### src/rtl/regwrite_scoreboard_if.sv
// Decode <-> scoreboard bundle interface: per-slot control/indices in, issue/stall status out.
`timescale 1ns/1ps
interface regwrite_scoreboard_if;
   localparam int unsigned REG_AW = 3;
   localparam int unsigned NREG   = 8;

   logic              bundle_valid;
   logic              flush;
   logic              alu_regWrite;
   logic              alu_useRm;
   logic [REG_AW-1:0] alu_rm;
   logic [REG_AW-1:0] alu_rn;
   logic [REG_AW-1:0] alu_rd;
   logic              mem_regWrite;
   logic              mem_useRd;
   logic [REG_AW-1:0] mem_rn;
   logic [REG_AW-1:0] mem_rd;
   logic              alu_issue;
   logic              mem_issue;
   logic              stall;
   logic              split_active;
   logic [NREG-1:0]   busy_mask;

   modport master (
      output bundle_valid, flush,
      output alu_regWrite, alu_useRm, alu_rm, alu_rn, alu_rd,
      output mem_regWrite, mem_useRd, mem_rn, mem_rd,
      input  alu_issue, mem_issue, stall, split_active, busy_mask
   );

   modport slave (
      input  bundle_valid, flush,
      input  alu_regWrite, alu_useRm, alu_rm, alu_rn, alu_rd,
      input  mem_regWrite, mem_useRd, mem_rn, mem_rd,
      output alu_issue, mem_issue, stall, split_active, busy_mask
   );
endinterface

### src/rtl/regwrite_scoreboard.sv
// Two-slot (ALU + MEM) issue scoreboard with per-register write countdowns and same-rd bundle splitting.
// Optional SCOREBOARD_EARLY_RELEASE_EN: a register in its last countdown cycle counts as ready.
`timescale 1ns/1ps
module regwrite_scoreboard #(
   parameter int unsigned ALU_LAT = 2,
   parameter int unsigned MEM_LAT = 3,
   parameter int unsigned CNT_W   = 3
) (
   input  logic                  clk,
   input  logic                  reset,
   regwrite_scoreboard_if.slave  sb
);
   localparam int unsigned NREG = 8;

   typedef enum logic {ST_IDLE, ST_SPLIT} state_e;

   state_e           state_q, state_d;
   logic [CNT_W-1:0] cnt_q [NREG];
   logic [CNT_W-1:0] cnt_d [NREG];
   logic [NREG-1:0]  busy_c;
   logic             alu_haz_c, mem_haz_c, conflict_c;
   logic             alu_issue_c, mem_issue_c, stall_c;

   // Busy view of the countdowns; early release treats the writeback cycle as bypassable
   always_comb begin
      for (int r = 0; r < NREG; r++) begin
`ifdef SCOREBOARD_EARLY_RELEASE_EN
         busy_c[r] = (cnt_q[r] > CNT_W'(1));
`else
         busy_c[r] = (cnt_q[r] != '0);
`endif
      end
   end

   assign alu_haz_c = busy_c[sb.alu_rn]
                    | (sb.alu_useRm    & busy_c[sb.alu_rm])
                    | (sb.alu_regWrite & busy_c[sb.alu_rd]);
   assign mem_haz_c = busy_c[sb.mem_rn]
                    | (sb.mem_useRd    & busy_c[sb.mem_rd])
                    | (sb.mem_regWrite & busy_c[sb.mem_rd]);
   assign conflict_c = sb.alu_regWrite & sb.mem_regWrite & (sb.alu_rd == sb.mem_rd);

   // Issue/split control
   always_comb begin
      state_d     = state_q;
      alu_issue_c = 1'b0;
      mem_issue_c = 1'b0;
      stall_c     = 1'b0;
      case (state_q)
         ST_IDLE: begin
            if (sb.bundle_valid && !sb.flush) begin
               if (alu_haz_c || mem_haz_c) begin
                  stall_c = 1'b1;
               end else if (conflict_c) begin
                  alu_issue_c = 1'b1;
                  stall_c     = 1'b1;
                  state_d     = ST_SPLIT;
               end else begin
                  alu_issue_c = 1'b1;
                  mem_issue_c = 1'b1;
               end
            end
         end
         ST_SPLIT: begin
            if (sb.flush) begin
               state_d = ST_IDLE;
            end else if (mem_haz_c) begin
               stall_c = 1'b1;
            end else begin
               mem_issue_c = 1'b1;
               state_d     = ST_IDLE;
            end
         end
         default: state_d = ST_IDLE;
      endcase
   end

   // Countdown update; a new issue reloads the counter in place of decrementing
   always_comb begin
      for (int r = 0; r < NREG; r++) begin
         cnt_d[r] = (cnt_q[r] != '0) ? (cnt_q[r] - CNT_W'(1)) : cnt_q[r];
      end
      if (alu_issue_c && sb.alu_regWrite) cnt_d[sb.alu_rd] = CNT_W'(ALU_LAT);
      if (mem_issue_c && sb.mem_regWrite) cnt_d[sb.mem_rd] = CNT_W'(MEM_LAT);
   end

   always_ff @(posedge clk) begin
      if (reset) begin
         state_q <= ST_IDLE;
         for (int r = 0; r < NREG; r++) cnt_q[r] <= '0;
      end else begin
         state_q <= state_d;
         for (int r = 0; r < NREG; r++) cnt_q[r] <= cnt_d[r];
      end
   end

   // Outputs are quiet for the whole reset cycle regardless of decode inputs
   assign sb.alu_issue    = alu_issue_c & ~reset;
   assign sb.mem_issue    = mem_issue_c & ~reset;
   assign sb.stall        = stall_c & ~reset;
   assign sb.split_active = (state_q == ST_SPLIT) & ~reset;
   assign sb.busy_mask    = busy_c & {NREG{~reset}};
endmodule

### src/flat_wrapper.sv
// flat-port wrapper written by rule: the top's interface ports become plain ports
module regwrite_scoreboard_flat 
#(
   parameter int unsigned ALU_LAT = 2,
   parameter int unsigned MEM_LAT = 3,
   parameter int unsigned CNT_W   = 3
)
  (clk, reset, sb_bundle_valid, sb_flush, sb_alu_regWrite, sb_alu_useRm, sb_alu_rm, sb_alu_rn, sb_alu_rd, sb_mem_regWrite, sb_mem_useRd, sb_mem_rn, sb_mem_rd, sb_alu_issue, sb_mem_issue, sb_stall, sb_split_active, sb_busy_mask);
  regwrite_scoreboard_if sb_i ();
  input  logic clk;
  input  logic reset;
  input wire logic [$bits(sb_i.bundle_valid)-1:0] sb_bundle_valid;
  input wire logic [$bits(sb_i.flush)-1:0] sb_flush;
  input wire logic [$bits(sb_i.alu_regWrite)-1:0] sb_alu_regWrite;
  input wire logic [$bits(sb_i.alu_useRm)-1:0] sb_alu_useRm;
  input wire logic [$bits(sb_i.alu_rm)-1:0] sb_alu_rm;
  input wire logic [$bits(sb_i.alu_rn)-1:0] sb_alu_rn;
  input wire logic [$bits(sb_i.alu_rd)-1:0] sb_alu_rd;
  input wire logic [$bits(sb_i.mem_regWrite)-1:0] sb_mem_regWrite;
  input wire logic [$bits(sb_i.mem_useRd)-1:0] sb_mem_useRd;
  input wire logic [$bits(sb_i.mem_rn)-1:0] sb_mem_rn;
  input wire logic [$bits(sb_i.mem_rd)-1:0] sb_mem_rd;
  output wire logic [$bits(sb_i.alu_issue)-1:0] sb_alu_issue;
  output wire logic [$bits(sb_i.mem_issue)-1:0] sb_mem_issue;
  output wire logic [$bits(sb_i.stall)-1:0] sb_stall;
  output wire logic [$bits(sb_i.split_active)-1:0] sb_split_active;
  output wire logic [$bits(sb_i.busy_mask)-1:0] sb_busy_mask;
  assign sb_i.bundle_valid = sb_bundle_valid;
  assign sb_i.flush = sb_flush;
  assign sb_i.alu_regWrite = sb_alu_regWrite;
  assign sb_i.alu_useRm = sb_alu_useRm;
  assign sb_i.alu_rm = sb_alu_rm;
  assign sb_i.alu_rn = sb_alu_rn;
  assign sb_i.alu_rd = sb_alu_rd;
  assign sb_i.mem_regWrite = sb_mem_regWrite;
  assign sb_i.mem_useRd = sb_mem_useRd;
  assign sb_i.mem_rn = sb_mem_rn;
  assign sb_i.mem_rd = sb_mem_rd;
  assign sb_alu_issue = sb_i.alu_issue;
  assign sb_mem_issue = sb_i.mem_issue;
  assign sb_stall = sb_i.stall;
  assign sb_split_active = sb_i.split_active;
  assign sb_busy_mask = sb_i.busy_mask;
  regwrite_scoreboard #(.ALU_LAT(ALU_LAT), .MEM_LAT(MEM_LAT), .CNT_W(CNT_W)) u_core (.clk(clk), .reset(reset), .sb(sb_i));
endmodule
### config.mk
export PLATFORM = sky130hd
export DESIGN_NAME = regwrite_scoreboard_flat
export DESIGN_NICKNAME = d
export VERILOG_FILES = /design/src/rtl/regwrite_scoreboard_if.sv /design/src/rtl/regwrite_scoreboard.sv /design/src/flat_wrapper.sv
export SDC_FILE = /design/constraint.sdc
export NUM_CORES = 1
export LEC_CHECK = 0
export ABC_AREA = 1
export CORE_MARGIN = 3
export CORE_UTILIZATION = 50
export DETAILED_ROUTE_END_ITERATION = 6
export PLACE_DENSITY = 0.82
export SLEW_MARGIN = 25
export SYNTH_ARGS = -nofsm -noshare
export SYNTH_HDL_FRONTEND = slang
export SYNTH_SLANG_ARGS = --single-unit
### constraint.sdc
create_clock -name clk -period 5.38 [get_ports clk]
set_input_delay 1.076 -clock clk [delete_from_list [all_inputs] [get_ports clk]]
set_output_delay 1.076 -clock clk [all_outputs]
set_load 0.1 [all_outputs]
==> results.yml, run 1 <==
cells_and_area:
  nNetsFinal: 429
  num_antenna_cells: 0
  area_delta_synth_final_pct: 14.4
  drive_above_1_share_pct: 15.4
yosys:
  yosysSeqAreaShare_pct: 21.5
  synthesis.nets: 398
  yosys_most_used_dff: "dfxtp_1"
  yosysMostFrequentCell: "inv_1"
  syn_inst: 359
  syn_avg_cell_area_um2: 6.50
  yosysWarnings: 0
  synth-seq-cells: 25
  synth_commonest_cells: "inv_1, nand2_1, nor2_1"
  synthDistinctLibCells: 28
  synth.area.top_cells: "dfxtp_1, inv_1, nand2_1"
  ys_async_sr_fraction_pct: 0
  synth_area_leader_cell: "dfxtp_1"
  netlist_area_um2: 2330
  yosys.area.top_type_share_pct: 21.5
  synth_edf_count: 0
worst_setup_path:
  r2r_slack_ns: 3.23
  cp-start-kind: "primary input"
  critPathMaxFanout: 10
  worstSetupPathType: "primary input to output pin"
  crit_chain: "clkdlybuf4s50_1, inv_2, nor2_2, nand2_1, nor2_2, nor2_1, nand3_2, nand2_4, nor2_8, nand4_4, a21oi_1, buf_4"
  cp_slowest_cell: "clkdlybuf4s50_1"
  critical_path_arrival_ns: 3.15
  path_common_cell: "nor2_2"
  cpPeakStageDelay_ns: 0.69
  end_kind: "output pin"
  worstPathRequired_ns: 4.30
route:
  dr.pass1.iters: 4
  ant_nets: 0
  routed_wl_mm: 5.52
  vias_per_cell: 5.15
  wl_met3_um: 389
  wl_met1_mm: 2.34
  drt_iter0_drc: 157
  route.vias.total: 2273
  routed.top_layer: "met4"
  wl_per_cell_um: 12.5
  wl_met2_mm: 2.64
  drc: 0
timing:
  post-route-min-period_ns: 4.23
  min_period_over_period_pct: 78.5
  setup_violations: 0
  rsz0062_at_grt: "false"
  fmax_mhz: 237
  slew_headroom_pct: 65.1
  slew_viol_final: 0
  fin_tns_setup_ns: 0
  finalHoldViolations: 0
  tightest_slew_ns: 0.522
  finClkSkew_ns: 0.00338
  setup_ws_ns: 1.15
placement:
  portBuffers: 34
  hpwlAfterDp_mm: 4.49
  post-place-ws_ns: 1.17
  routabilityCongestion: 0.877
power:
  ir_drop_v: 0.000234
  p_leak_uw: 0.00133
  p_per_area_nw_per_um2: 494
grt:
  grt_pass1_wl_mm: 9.20
  grt_start_max_net_pins: 23
  grt_usage_pct: 21.3
  grt.overflow.total: 0
  grt_antenna_before_repair: 0
  grt_pass1_vias: 2087
cts:
  numCtsBuffers: 3
  cts_tree: "built"
  clkTransAtPathRegs_ns: 0.10
  insertion_delay_ns: 0.27
  cts-htree-levels: 1
  cts-resized-gates: 0
  cts.sinks: 25
  clk_path_buf_depth: 2
  ctsHoldBuffers: 0
  clk_root_buffer_cell: "clkbuf_8"
  post_cts.repair.setup_buffers: 0
floorplanning:
  core_area_um2: 4410
  die_area_um2: 5520
  rows: 24
  fp.dieW_um: 74.3
  die_y_um: 74.3
  initial_core_util_pct: 52.8
  io_pins: 35
min_path:
  min_path_type: "register to register"
job:
  cap_violations: 0
status:
  outcome: "finished, final reports clean"
## state kept, by name, indices dropped and copies added, names as in the netlist
| name | cells |
|---|---|
| u_core.cnt_q | 24 |
| u_core.state_q | 1 |
## power by group
part / internal, µW / switching [µW] / total, µW
combinational: 292 / 621 / 913
sequential: 251 / 35.2 / 286
clock: 52.0 / 67.9 / 120
total: 595 / 724 / 1320
## layout make-up
| type | instances | area (µm²) |
|---|---|---|
| clock buffers | 3 | 41.3 |
| clock inverters | 1 | 5.00 |
| fillers | 422 | 1750 |
| inverters | 68 | 258 |
| multi-input cells | 257 | 1480 |
| flip-flops and latches | 25 | 500 |
| well taps | 52 | 65.1 |
| repair buffers | 35 | 318 |
## cells by family after synthesis
logic type	after synthesis	synth area share, %
compound gates	36	8.05
fa+ha+maj	16	8.58
buf+inv	77	15.0
flops	25	21.5
simple gates	196	43.5
xor+xnor	9	3.38
## placed cells by master (no fill, tap or decap), drive strengths merged
cell type	n
nand2	71
inv	68
nor2	60
nand3	37
dfxtp	25
clkdlybuf4s50	22
o21ai	18
a21oi	17
ha	16
nor3	15
buf	13
nand4	12
xnor2	8
clkbuf	3
nand3b	1
o211ai	1
xor2	1
clkinv	1
## final timing paths
| check | from | to | depth (start not counted) |
|---|---|---|---|
| worst max register to register | u_core.cnt_q[0][6] | u_core.cnt_q[0][4] | 14 |
| worst min-delay path | u_core.state_q | u_core.state_q | 2 |
| worst max-delay path | sb_mem_rd[2] | sb_mem_issue | 12 |
| worst min register to register | u_core.state_q | u_core.state_q | 2 |
## metal layers
| metal | vias to the layer above | track usage [%] |
|---|---|---|
| met4 | 0 | 9.29 |
| met5 | - | 0 |
| met2 | 63 | 35.5 |
| li1 | 1191 | - |
| met3 | 14 | 5.27 |
| met1 | 1005 | 25.9 |
## through the flow
step	hold WS, ns	cell area [µm²]	total power, µW	instances	utilization [%]
5_1_grt	0.567	2670	1450	441	60.5
3_5_place_dp	0.522	2620	1210	437	59.4
6_report	0.538	2670	1320	441	60.5
2_1_floorplan	0.483	2330	1010	359	-
4_1_cts	0.536	2670	1330	441	60.5
3_3_place_gp	0.523	2620	1180	437	59.4
## critical path: cells and delay by family
kind	cells	cell delay, ns
and+or+nand+nor	8	0.80
AOI/OAI and AO/OA	1	0.16
buffers and inverters	3	1.10
No activity file was read; power rests on OpenSTA's default activity.
==> run 2, diff against run 1 <==
--- a/config.mk
+++ b/config.mk
@@ -9,7 +9,7 @@
 export CORE_MARGIN = 3
 export CORE_UTILIZATION = 50
 export DETAILED_ROUTE_END_ITERATION = 6
-export PLACE_DENSITY = 0.82
+export PLACE_DENSITY = 0.85
 export SLEW_MARGIN = 25
 export SYNTH_ARGS = -nofsm -noshare
 export SYNTH_HDL_FRONTEND = slang
==> constraint.sdc (replaced) <==
create_clock -name clk -period 3.43 [get_ports clk]
set_input_delay 0.686 -clock clk [delete_from_list [all_inputs] [get_ports clk]]
set_output_delay 0.686 -clock clk [all_outputs]
set_load 0.1 [all_outputs]
==> run 2 against run 1 <==
Against the previous run: cell count is 0.91% higher; die area stayed put; critical path depth stayed put; largest power group unchanged; highest routed layer unchanged.
==> results.yml, run 2 (synthesized netlist as in run 1, its figures left out) <==
cts:
  post_cts.repair.setup_buffers: 0
  clk_root_buffer_cell: "clkbuf_8"
  cts.sinks: 25
  cts-resized-gates: 0
  insertion_delay_ns: 0.28
  cts-htree-levels: 1
  cts_tree: "built"
  ctsHoldBuffers: 0
  clkTransAtPathRegs_ns: 0.10
  numCtsBuffers: 3
  clk_path_buf_depth: 2
worst_setup_path:
  path_common_cell: "nor2_1"
  cp_slowest_cell: "clkdlybuf4s50_1"
  end_kind: "output pin"
  cp-start-kind: "primary input"
  worstSetupPathType: "primary input to output pin"
  path_delay_family: "buffers and inverters"
  cp-startpoint: "sb_alu_rd[2]"
  crit_chain: "clkdlybuf4s50_1, inv_2, nand3_1, nor2_1, nor2_1, nand3_1, nor2_2, nor2_8, nand2_1, nor2_1, o21ai_1, buf_12"
  worstPathRequired_ns: 2.74
  r2r_cells: 15
  critical_path_arrival_ns: 2.58
  cpPeakStageDelay_ns: 0.60
  reg2reg_from: "u_core.cnt_q[0][6]"
  crit_buf_inv: 3
  r2r_slack_ns: 1.32
  r2r_end: "u_core.cnt_q[0][10]"
  critPathMaxFanout: 10
cells_and_area:
  area_delta_synth_final_pct: 22.9
  nNetsFinal: 433
  mostFrequentLayoutCell: "inv_1"
  num_antenna_cells: 0
  post-route-cell-area_um2: 2870
  regMostFlops: "u_core.cnt_q"
  largest_register_ffs: 24
  largest_registers: "u_core.cnt_q x24, u_core.state_q x1"
  final_cell_mix: "inv_1, nand2_1, nor2_1, nand3_1, dfxtp_1"
  drive_above_1_share_pct: 16.5
grt:
  grt_antenna_before_repair: 0
  grt_start_max_net_pins: 16
  grt.overflow.total: 0
  grt_usage_pct: 22.4
  grt_pass1_vias: 2088
  grt_pass1_wl_mm: 9.50
placement:
  hpwlAfterDp_mm: 4.66
  place_area_um2: 2810
  portBuffers: 34
  routabilityCongestion: 0.885
  post-place-ws_ns: 0.0679
floorplanning:
  core_area_um2: 4410
  fp.dieW_um: 74.3
  die_y_um: 74.3
  rows: 24
  die_area_um2: 5520
  io_pins: 35
  initial_core_util_pct: 52.8
power:
  p_per_area_nw_per_um2: 764
  ir_drop_v: 0.000388
  p_leak_uw: 0.00142
timing:
  rsz0062_at_grt: "false"
  tightest_slew_ns: 0.458
  min_period_over_period_pct: 95.3
  finalHoldViolations: 0
  setup_ws_ns: 0.162
  slew_viol_final: 0
  whs_ns: 0.551
  setup_violations: 0
  fmax_mhz: 306
  slew_headroom_pct: 69.4
  post-route-min-period_ns: 3.27
  finClkSkew_ns: 0.00879
  fin_tns_setup_ns: 0
status:
  outcome: "finished, final reports clean"
job:
  cap_violations: 0
min_path:
  min_path_type: "register to register"
  hold_depth: 2
  holdPathEnd: "u_core.cnt_q[0][23]"
  min_from: "u_core.cnt_q[0][23]"
route:
  dr.pass1.iters: 4
  routed_wl_mm: 5.88
  wl_per_cell_um: 13.2
  ant_nets: 0
  drc: 0
  drt_iter0_drc: 140
  vias_per_cell: 5.29
  route.vias.total: 2355
run 2: changes by cell type in the layout (fill, tap and decap cells not counted), sizes merged:
| cell | delta |
|---|---|
| clkinv | -1 |
| clkinvlp | +1 |
| clkdlybuf4s50 | -4 |
| buf | +4 |
| dlymetal6s2s | +4 |
run 2: metal layers:
layer	vias up	routed length [µm]	global-route usage, %
li1	1201	-	-
met1	1069	2460	28.5
met2	76	2900	38.4
met3	9	411	3.65
met4	0	104	7.71
met5	-	0	0
run 2: layout make-up:
type / count / area (µm²)
Fill cell: 394 / 1550
Multi-Input combinational cell: 257 / 1490
Timing Repair Buffer: 39 / 508
Sequential cell: 25 / 500
Inverter: 68 / 258
Tap cell: 52 / 65.1
Clock buffer: 3 / 41.3
Clock inverter: 1 / 7.51
run 2: worst max-delay path by stage:
stage / to / slack [ns] / cells after the start
floorplan: sb_stall / -0.18 / 11
global placement: sb_mem_issue / 0.14 / 12
detailed placement: sb_mem_issue / 0.07 / 12
CTS: sb_mem_issue / 0.05 / 12
global route: sb_stall / 0.007 / 12
finish: sb_stall / 0.16 / 12
run 2: metrics by stage:
stage / instances / utilization (%) / total power, µW
finish: 445 / 64.9 / 2190
floorplan: 359 / - / 1580
detailed placement: 441 / 63.6 / 1990
CTS: 445 / 64.7 / 2190
global route: 445 / 64.9 / 2370
global placement: 441 / 63.6 / 1940
run 2: where the power goes:
group,internal [µW],switching [µW],total (µW)
combinational,547,999,1550
sequential,393,57.1,450
clock,82.8,110,193
run 2: worst min-delay path: stages, from the launching register on:
cell	delay (ns)
dfxtp_1	0.36
xnor2_1	0.12
nor3_1	0.04
